**config.mk**
```make
export PLATFORM = sky130hd
export DESIGN_NAME = fetch_unit
export DESIGN_NICKNAME = d
export VERILOG_FILES = /design/src/rtl/fetch_unit.sv
export SDC_FILE = /design/constraint.sdc
export NUM_CORES = 1
export LEC_CHECK = 0
export ABC_AREA = 0
export CAP_MARGIN = 10
export CORE_UTILIZATION = 46
export CTS_CLUSTER_SIZE = 25
export DETAILED_ROUTE_END_ITERATION = 16
export PLACE_DENSITY = 0.9
export SKIP_LAST_GASP = 1
export SYNTH_ARGS = -nofsm -noshare
export SYNTH_HDL_FRONTEND = slang
export SYNTH_SLANG_ARGS = --single-unit
export TNS_END_PERCENT = 5
```
**constraint.sdc**
```tcl
create_clock -name clk -period 2.3 [get_ports clk]
set_input_delay 0.46 -clock clk [delete_from_list [all_inputs] [get_ports clk]]
set_output_delay 0.46 -clock clk [all_outputs]
set_load 0.1 [all_outputs]
```
**src/rtl/fetch_unit.sv**
```systemverilog
// fetch_unit: PC/IR holder running the instruction-memory handshake in the fetch phase of a 4-phase sequencer
module fetch_unit #(
  parameter int ADDR_W = 8,
  parameter int DATA_W = 16,
  parameter logic [ADDR_W-1:0] RESET_PC = '0,
  parameter int TIMEOUT = 15,
  parameter logic [DATA_W-1:0] NOP_INSTR = '0
) (
  input  logic              clk,
  input  logic              reset,
  input  logic [1:0]        state,
  input  logic              branch_taken,
  input  logic [ADDR_W-1:0] branch_target,
  output logic              imem_req,
  output logic [ADDR_W-1:0] imem_addr,
  input  logic [DATA_W-1:0] imem_rdata,
  input  logic              imem_valid,
  output logic [ADDR_W-1:0] pc,
  output logic [DATA_W-1:0] instr,
  output logic              instr_valid,
  output logic              stall,
  output logic              fetch_fault
);
  typedef enum logic [1:0] {S_IDLE, S_WAIT, S_DONE} fsm_t;
  localparam logic [7:0] TO = 8'(TIMEOUT);
  fsm_t fsm, fsm_nx;
  logic [1:0] prev_state;
  logic boot;
  logic [7:0] cnt, cnt_nx;
  logic fetch, store, hit, expire;
  always_comb begin
    fetch = state == 2'd0 && prev_state != 2'd0;
    store = state == 2'd3 && prev_state != 2'd3;
    hit = imem_valid && (fetch || fsm == S_WAIT);
    expire = !fetch && fsm == S_WAIT && !imem_valid && cnt == TO;
    fsm_nx = fetch ? (imem_valid ? S_DONE : S_WAIT) :
             fsm == S_WAIT ? (hit || expire ? S_DONE : S_WAIT) :
             fsm == S_DONE && store ? S_IDLE : fsm;
    cnt_nx = fetch ? 8'd1 : fsm == S_WAIT ? cnt + 8'd1 : cnt;
  end
  // the boot store is the one the sequencer sits in straight out of reset
  always_ff @(posedge clk) begin
    if (!reset) begin
      fsm <= S_IDLE;
      prev_state <= 2'd3;
      boot <= 1'b1;
      cnt <= '0;
      pc <= RESET_PC;
      instr <= NOP_INSTR;
      instr_valid <= 1'b0;
      fetch_fault <= 1'b0;
    end else begin
      fsm <= fsm_nx;
      prev_state <= state;
      cnt <= cnt_nx;
      if (hit) instr <= imem_rdata;
      else if (expire) instr <= NOP_INSTR;
      if (hit || expire) instr_valid <= 1'b1;
      else if (fetch || store) instr_valid <= 1'b0;
      if (expire) fetch_fault <= 1'b1;
      if (state == 2'd3 && boot) boot <= 1'b0;
      else if (store) pc <= branch_taken ? branch_target : pc + ADDR_W'(1);
    end
  end
  assign imem_req = fetch && reset;
  assign imem_addr = pc;
  assign stall = fsm == S_WAIT;
endmodule

```
==> reports/qor.yml <==
grt_max_degree: 29
fin_crit_sh_pct: 90.08
hpwlAfterDp_um: 3181
drive_above_1_share_pct: 22.73
crit_path_start_kind: "primary input"
root_buffer: "clkbuf_8"
r2r_cells: 4
clk_latency_ns: 0.29
hold_slack_ns: 0.4731
place.gp.congestion: 0.8167
ant_nets: 0
numClockSinks: 39
avgRoutedWirePerCell_um: 13.40
min_from: "instr[7]"
slew_headroom_pct: 60.64
hold_viol_final: 0
synth_cell_types: 42
grt_pass1_vias: 1651
syn_area_mm2: 0.001921
synth_edf_count: 0
ys_seq_area_share_pct: 40.65
path_max_fanout: 4
worstMarginPinSlew_ns: 0.5904
status: "finished, final reports clean"
setup_tns_ns: 0
synth_top_area_share_pct: 40.65
power_density_mw_per_mm2: 575.3
cts_max_level: 2
irDropWorstVdd_uv: 459.6
first_pass_iters: 4
async_reset_ff_share_pct: 0
die_h_um: 66.62
yosysTopAreaCell: "dfxtp_1"
hold_class: "reg2reg"
drc: 0
critPathLaunch: "state[1]"
ys_top_cells_by_area: "dfxtp_1, o31ai_1, a21boi_0"
required_ns: 1.84
synth_seq_cells: 39
setup_viol: 0
critical_path_class: "in2out"
die_w_um: 66.62
regToRegStartpoint: "prev_state[1]"
cp_slowest_stage_delay_ns: 0.45
cellLeakagePower_nw: 1.038
avgViaCountPerCell: 5.548
hold_buffers: 0
cts_resized: 0
slowest_stage: "clkdlybuf4s50_1"
cp_top_family: "buffers and inverters"
drt-initial-drc-count: 179
finClkSkew_ns: 0.007324
syn_inst: 224
ioPinCount: 66
maxCapViolCount: 0
cts_made_buffers: 5
cp.depth: 5
rows: 23
area_growth_pct: 36.35
yosysWarningCount: 0
worst-path-buf-inv: 2
cts_tree: "built"
crit_arrival_ns: 1.61
clk_path_buf_depth: 2
fmax_mhz: 482.7
cts_setup_buffers: 0
grt_pass1_wl_um: 7238
diodes: 0
synth_common_cells: "dfxtp_1, nand2_1, nand3_1, nor2_1, o31ai_1"
rsz0062_at_grt: "no"
syn_nets: 256
antenna_found_initial: 0
port_buffers: 65
core_mm2: 0.004000
die_area_mm2: 0.004438
fin_crit_ns: 2.072
cts.clk_slew.worst_paths_ns: 0.07
finalNetCount: 318
crit_path_cell_trace: "clkdlybuf4s50_1, nor2_1, o21ai_0, nor2_2, buf_12"
grt_overflow_total: 0
final_max_slew_viol_count: 0
synth_most_common_cell: "dfxtp_1"
grt_usage_pct: 21.49
syn_avg_cell_area_um2: 8.574
min_path_cells: 2
endpoint_kind: "primary output"
start_util_pct: 48.01
fill_cells: 330
ys.flop_type: "dfxtp_1"
vias: 1864
drt-total-wl_um: 4504
[sequential cells by signal, indices dropped and copies added (netlist names)]
register,count
boot,1
cnt,8
fetch_fault,1
fsm,2
imem_addr,8
instr,16
instr_valid,1
prev_state,2
[power by group]
part           internal (mW)  switching (mW)  leakage [nW]
Sequential             0.697          0.0162         0.317
Combinational          0.117           0.217         0.674
Clock                  0.235           0.224        0.0470
[final timing paths]
| kind | endpoint | slack [ns] |
|---|---|---|
| min reg2reg | instr[7] | 0.47 |
| min | instr[7] | 0.47 |
| max reg2reg | instr[8] | 0.64 |
| max | imem_req | 0.23 |
[cell usage in the layout, fill, tap and decap left out, types with 2 or more instances in the layout]
cell,synthesis,layout
o21a_1,4,4
o31ai_1,17,17
a21oi_1,12,12
mux2i_1,2,2
a21boi_0,14,14
inv_1,2,2
o221a_2,2,2
clkbuf_8,0,6
nand3_1,19,19
clkdlybuf4s50_1,0,29
a21boi_1,2,2
dfxtp_1,39,39
xor2_1,6,6
nand2_1,20,20
nand2b_1,4,4
nand4_1,6,6
buf_4,8,45
buf_12,0,2
o22ai_1,3,3
ha_1,2,2
or3_1,2,2
and3_1,2,2
nor4_1,3,3
nor2_1,17,16
a31oi_1,3,3
o21ai_0,6,6
[stage by stage]
| stage | cells | total power, mW | cell area (um^2) | util, % | setup WS (ns) |
|---|---|---|---|---|---|
| after global routing | 336 | 1.570 | 2619 | 65.47 | 0.1075 |
| after CTS | 336 | 1.519 | 2619 | 65.47 | 0.2223 |
| after detailed placement | 329 | 1.063 | 2531 | 63.28 | 0.1188 |
| after floorplan | 224 | 0.9507 | 1923 | - | 0.1655 |
| final | 336 | 1.507 | 2619 | 65.47 | 0.2282 |
| after global placement | 329 | 1.058 | 2531 | 63.28 | 0.1725 |
[logic make-up (layout without fill, tap and decap cells)]
| logic type | count (synthesis) | count (layout) | synth area share, % |
|---|---|---|---|
| AO/OA/AOI/OAI | 69 | 69 | 25.47 |
| XOR/XNOR | 7 | 7 | 3.192 |
| adder cells (fa/ha/maj) | 2 | 2 | 1.303 |
| buffers and inverters | 24 | 86 | 6.971 |
| flip-flops | 39 | 39 | 40.65 |
| multiplexers | 2 | 2 | 1.042 |
| AND/OR/NAND/NOR | 81 | 81 | 21.37 |
[routing by layer]
| metal | vias up | part of all wire [%] | wire, um | global-route usage [%] |
|---|---|---|---|---|
| li1 | 935 | - | - | - |
| met1 | 872 | 45 | 2016 | 27.25 |
| met2 | 53 | 49 | 2219 | 34.97 |
| met3 | 4 | 5.0 | 225 | 5.137 |
| met4 | 0 | 0.95 | 43 | 7.979 |
| met5 | - | 0 | 0 | 0 |
[layout make-up]
class                           count  area [um^2]  share of cell area [%]
Multi-Input combinational cell    161         1008                   38.51
Sequential cell                    39        780.7                   29.81
Timing Repair Buffer               76        668.1                   25.51
Clock buffer                        6        82.58                   3.153
Tap cell                           50        62.56                   2.389
Inverter                            3        11.26                  0.4300
Clock inverter                      1        5.005                  0.1911
[tightest hold or removal path: stages (launching register included)]
cell      delay [ns]
dfxtp_1         0.32
o31ai_1         0.06
a21boi_1        0.06
Power figures use the tool's default switching activity.
==> edit, RTL diff (same flow settings) <==
Change the parameter `TIMEOUT` from 15 to 14.
--- a/src/rtl/fetch_unit.sv
+++ b/src/rtl/fetch_unit.sv
@@ -3,7 +3,7 @@
   parameter int ADDR_W = 8,
   parameter int DATA_W = 16,
   parameter logic [ADDR_W-1:0] RESET_PC = '0,
-  parameter int TIMEOUT = 15,
+  parameter int TIMEOUT = 14,
   parameter logic [DATA_W-1:0] NOP_INSTR = '0
 ) (
   input  logic              clk,
Behaviour: no difference found for any inputs over 10 cycles, from zero or initial values and one cycle with reset low; that may be too few to reach the edited logic, so the function may still have changed.
==> edit against the unedited design <==
- sequential cell count did not move
- wire length rose by 5.8%
- cell area barely moved
- hold slack got worse by 5.3 ps
- synthesized area rose by 1.0%
- critical path depth did not move
- power rose by 0.46%
- worst setup slack got worse by 24 ps
- critical path type unchanged
- highest routed layer unchanged
==> edit: results (changes against the unedited design) <==
Filler Cell Count=341 (+3.3%); first-pass GRT wire length=7300 um (+0.86%); sequential-to-total area share from yosys stat=40.23% (-0.42 points); met2 Use GR=36.11% (+1.1 points); dominant cells by area after synthesis=dfxtp_1 (40%), o31ai_1 (6.6%), a21boi_0 (5.4%), nand3_1 (4.9%), nand2_1 (3.5%); WP data arrival=1640 ps (+30 ps); met1 Use GR=25.00% (-2.3 points); FF-to-FF End=instr[10]; WL final=4764 um (+5.8%); met3 Usage GRT=5.822% (+0.68 points); Initial DRC Count=111 (-38%); Post-Syn Nets=259 (+1.2%); DP HPWL=3311 um (+4.1%); synth cell count leaders=dfxtp_1 (39), nand3_1 (19), nand2_1 (18), nor2_1 (18), o31ai_1 (17); status=finished, final reports clean; LEAKAGE=1.034 nW (-0.41%); TritonRoute pass-1 iters=5 (+1); peak supply drop=361.4 uV (-21%); vias in the first global route=1,676 (+1.5%); R2R depth=6 (+2); Switching Fraction=32.34% (+2.0 points); Reg2Reg Setup Slack=440 ps (-200 ps); GRT Util Overall=21.80% (+0.31 points); Hold EP=boot; Setup WS pre-CTS=63.22 ps (-55.59 ps)
## edit: cell types whose count changed after synthesis
cell	delta
nor2_1	+1
inv_2	-1
buf_2	+1
ha_1	+1
a211oi_1	+1
a21oi_1	-1
inv_1	+2
nand2_1	-2
## edit: worst max-delay path by stage
stage                   from  endpoint  slack, ps
CTS                 state[1]  imem_req        200
finish              state[1]  imem_req        200
detailed placement  state[1]  instr[8]         60
global route        state[1]  imem_req        120
global placement    state[1]  instr[1]        150
floorplan              reset  imem_req        170
## edit: cells by family (layout without fill, tap and decap cells)
group	Yosys count	in the layout	share of synthesized area, %
flops	39	39	40.23
fa+ha+maj	3	3	1.934
simple gates	80	80	20.95
buf+inv	26	86	7.350
xor+xnor	7	7	3.159
compound gates	69	69	25.34
mux	2	2	1.032
## edit: cell type report
cell class	count	area share (%)
Timing Repair Buffer	74	24.93
Clock buffer	5	2.627
Inverter	4	0.5731
Tap cell	50	2.388
Clock inverter	3	0.7641
Multi-Input combinational cell	161	38.92
Sequential cell	39	29.80
## edit: routing by layer
metal	vias to the layer above	wire length, um
met5	-	0
met4	0	87
met3	10	282
met2	63	2346
met1	854	2047
li1	935	-
## edit: worst reg2reg max path: stages (launching register included)
cell and delay (ps):
dfxtp_1 390, inv_1 60, ha_1 180, nor2b_1 150, a41oi_2 680, o31ai_1 130
a21boi_0 200
## edit: power by group through the flow
stage	sequential (mW)	clock, mW	combinational (mW)
detailed placement	0.730	0	0.336
finish	0.715	0.463	0.336
global placement	0.729	0	0.330
floorplan	0.829	0	0.126
CTS	0.714	0.470	0.336
global route	0.717	0.502	0.356
## edit: metrics by stage
stage	instance area [sq um]	hold WS [ps]	cells	utilization [%]	power, mW
3_3_place_gp	2531	450.5	328	62.83	1.059
4_1_cts	2620	470.1	336	65.03	1.521
6_report	2620	467.8	336	65.03	1.513
2_1_floorplan	1943	442.6	226	-	0.9543
3_5_place_dp	2531	457.0	328	62.83	1.065
5_1_grt	2620	501.6	336	65.03	1.575
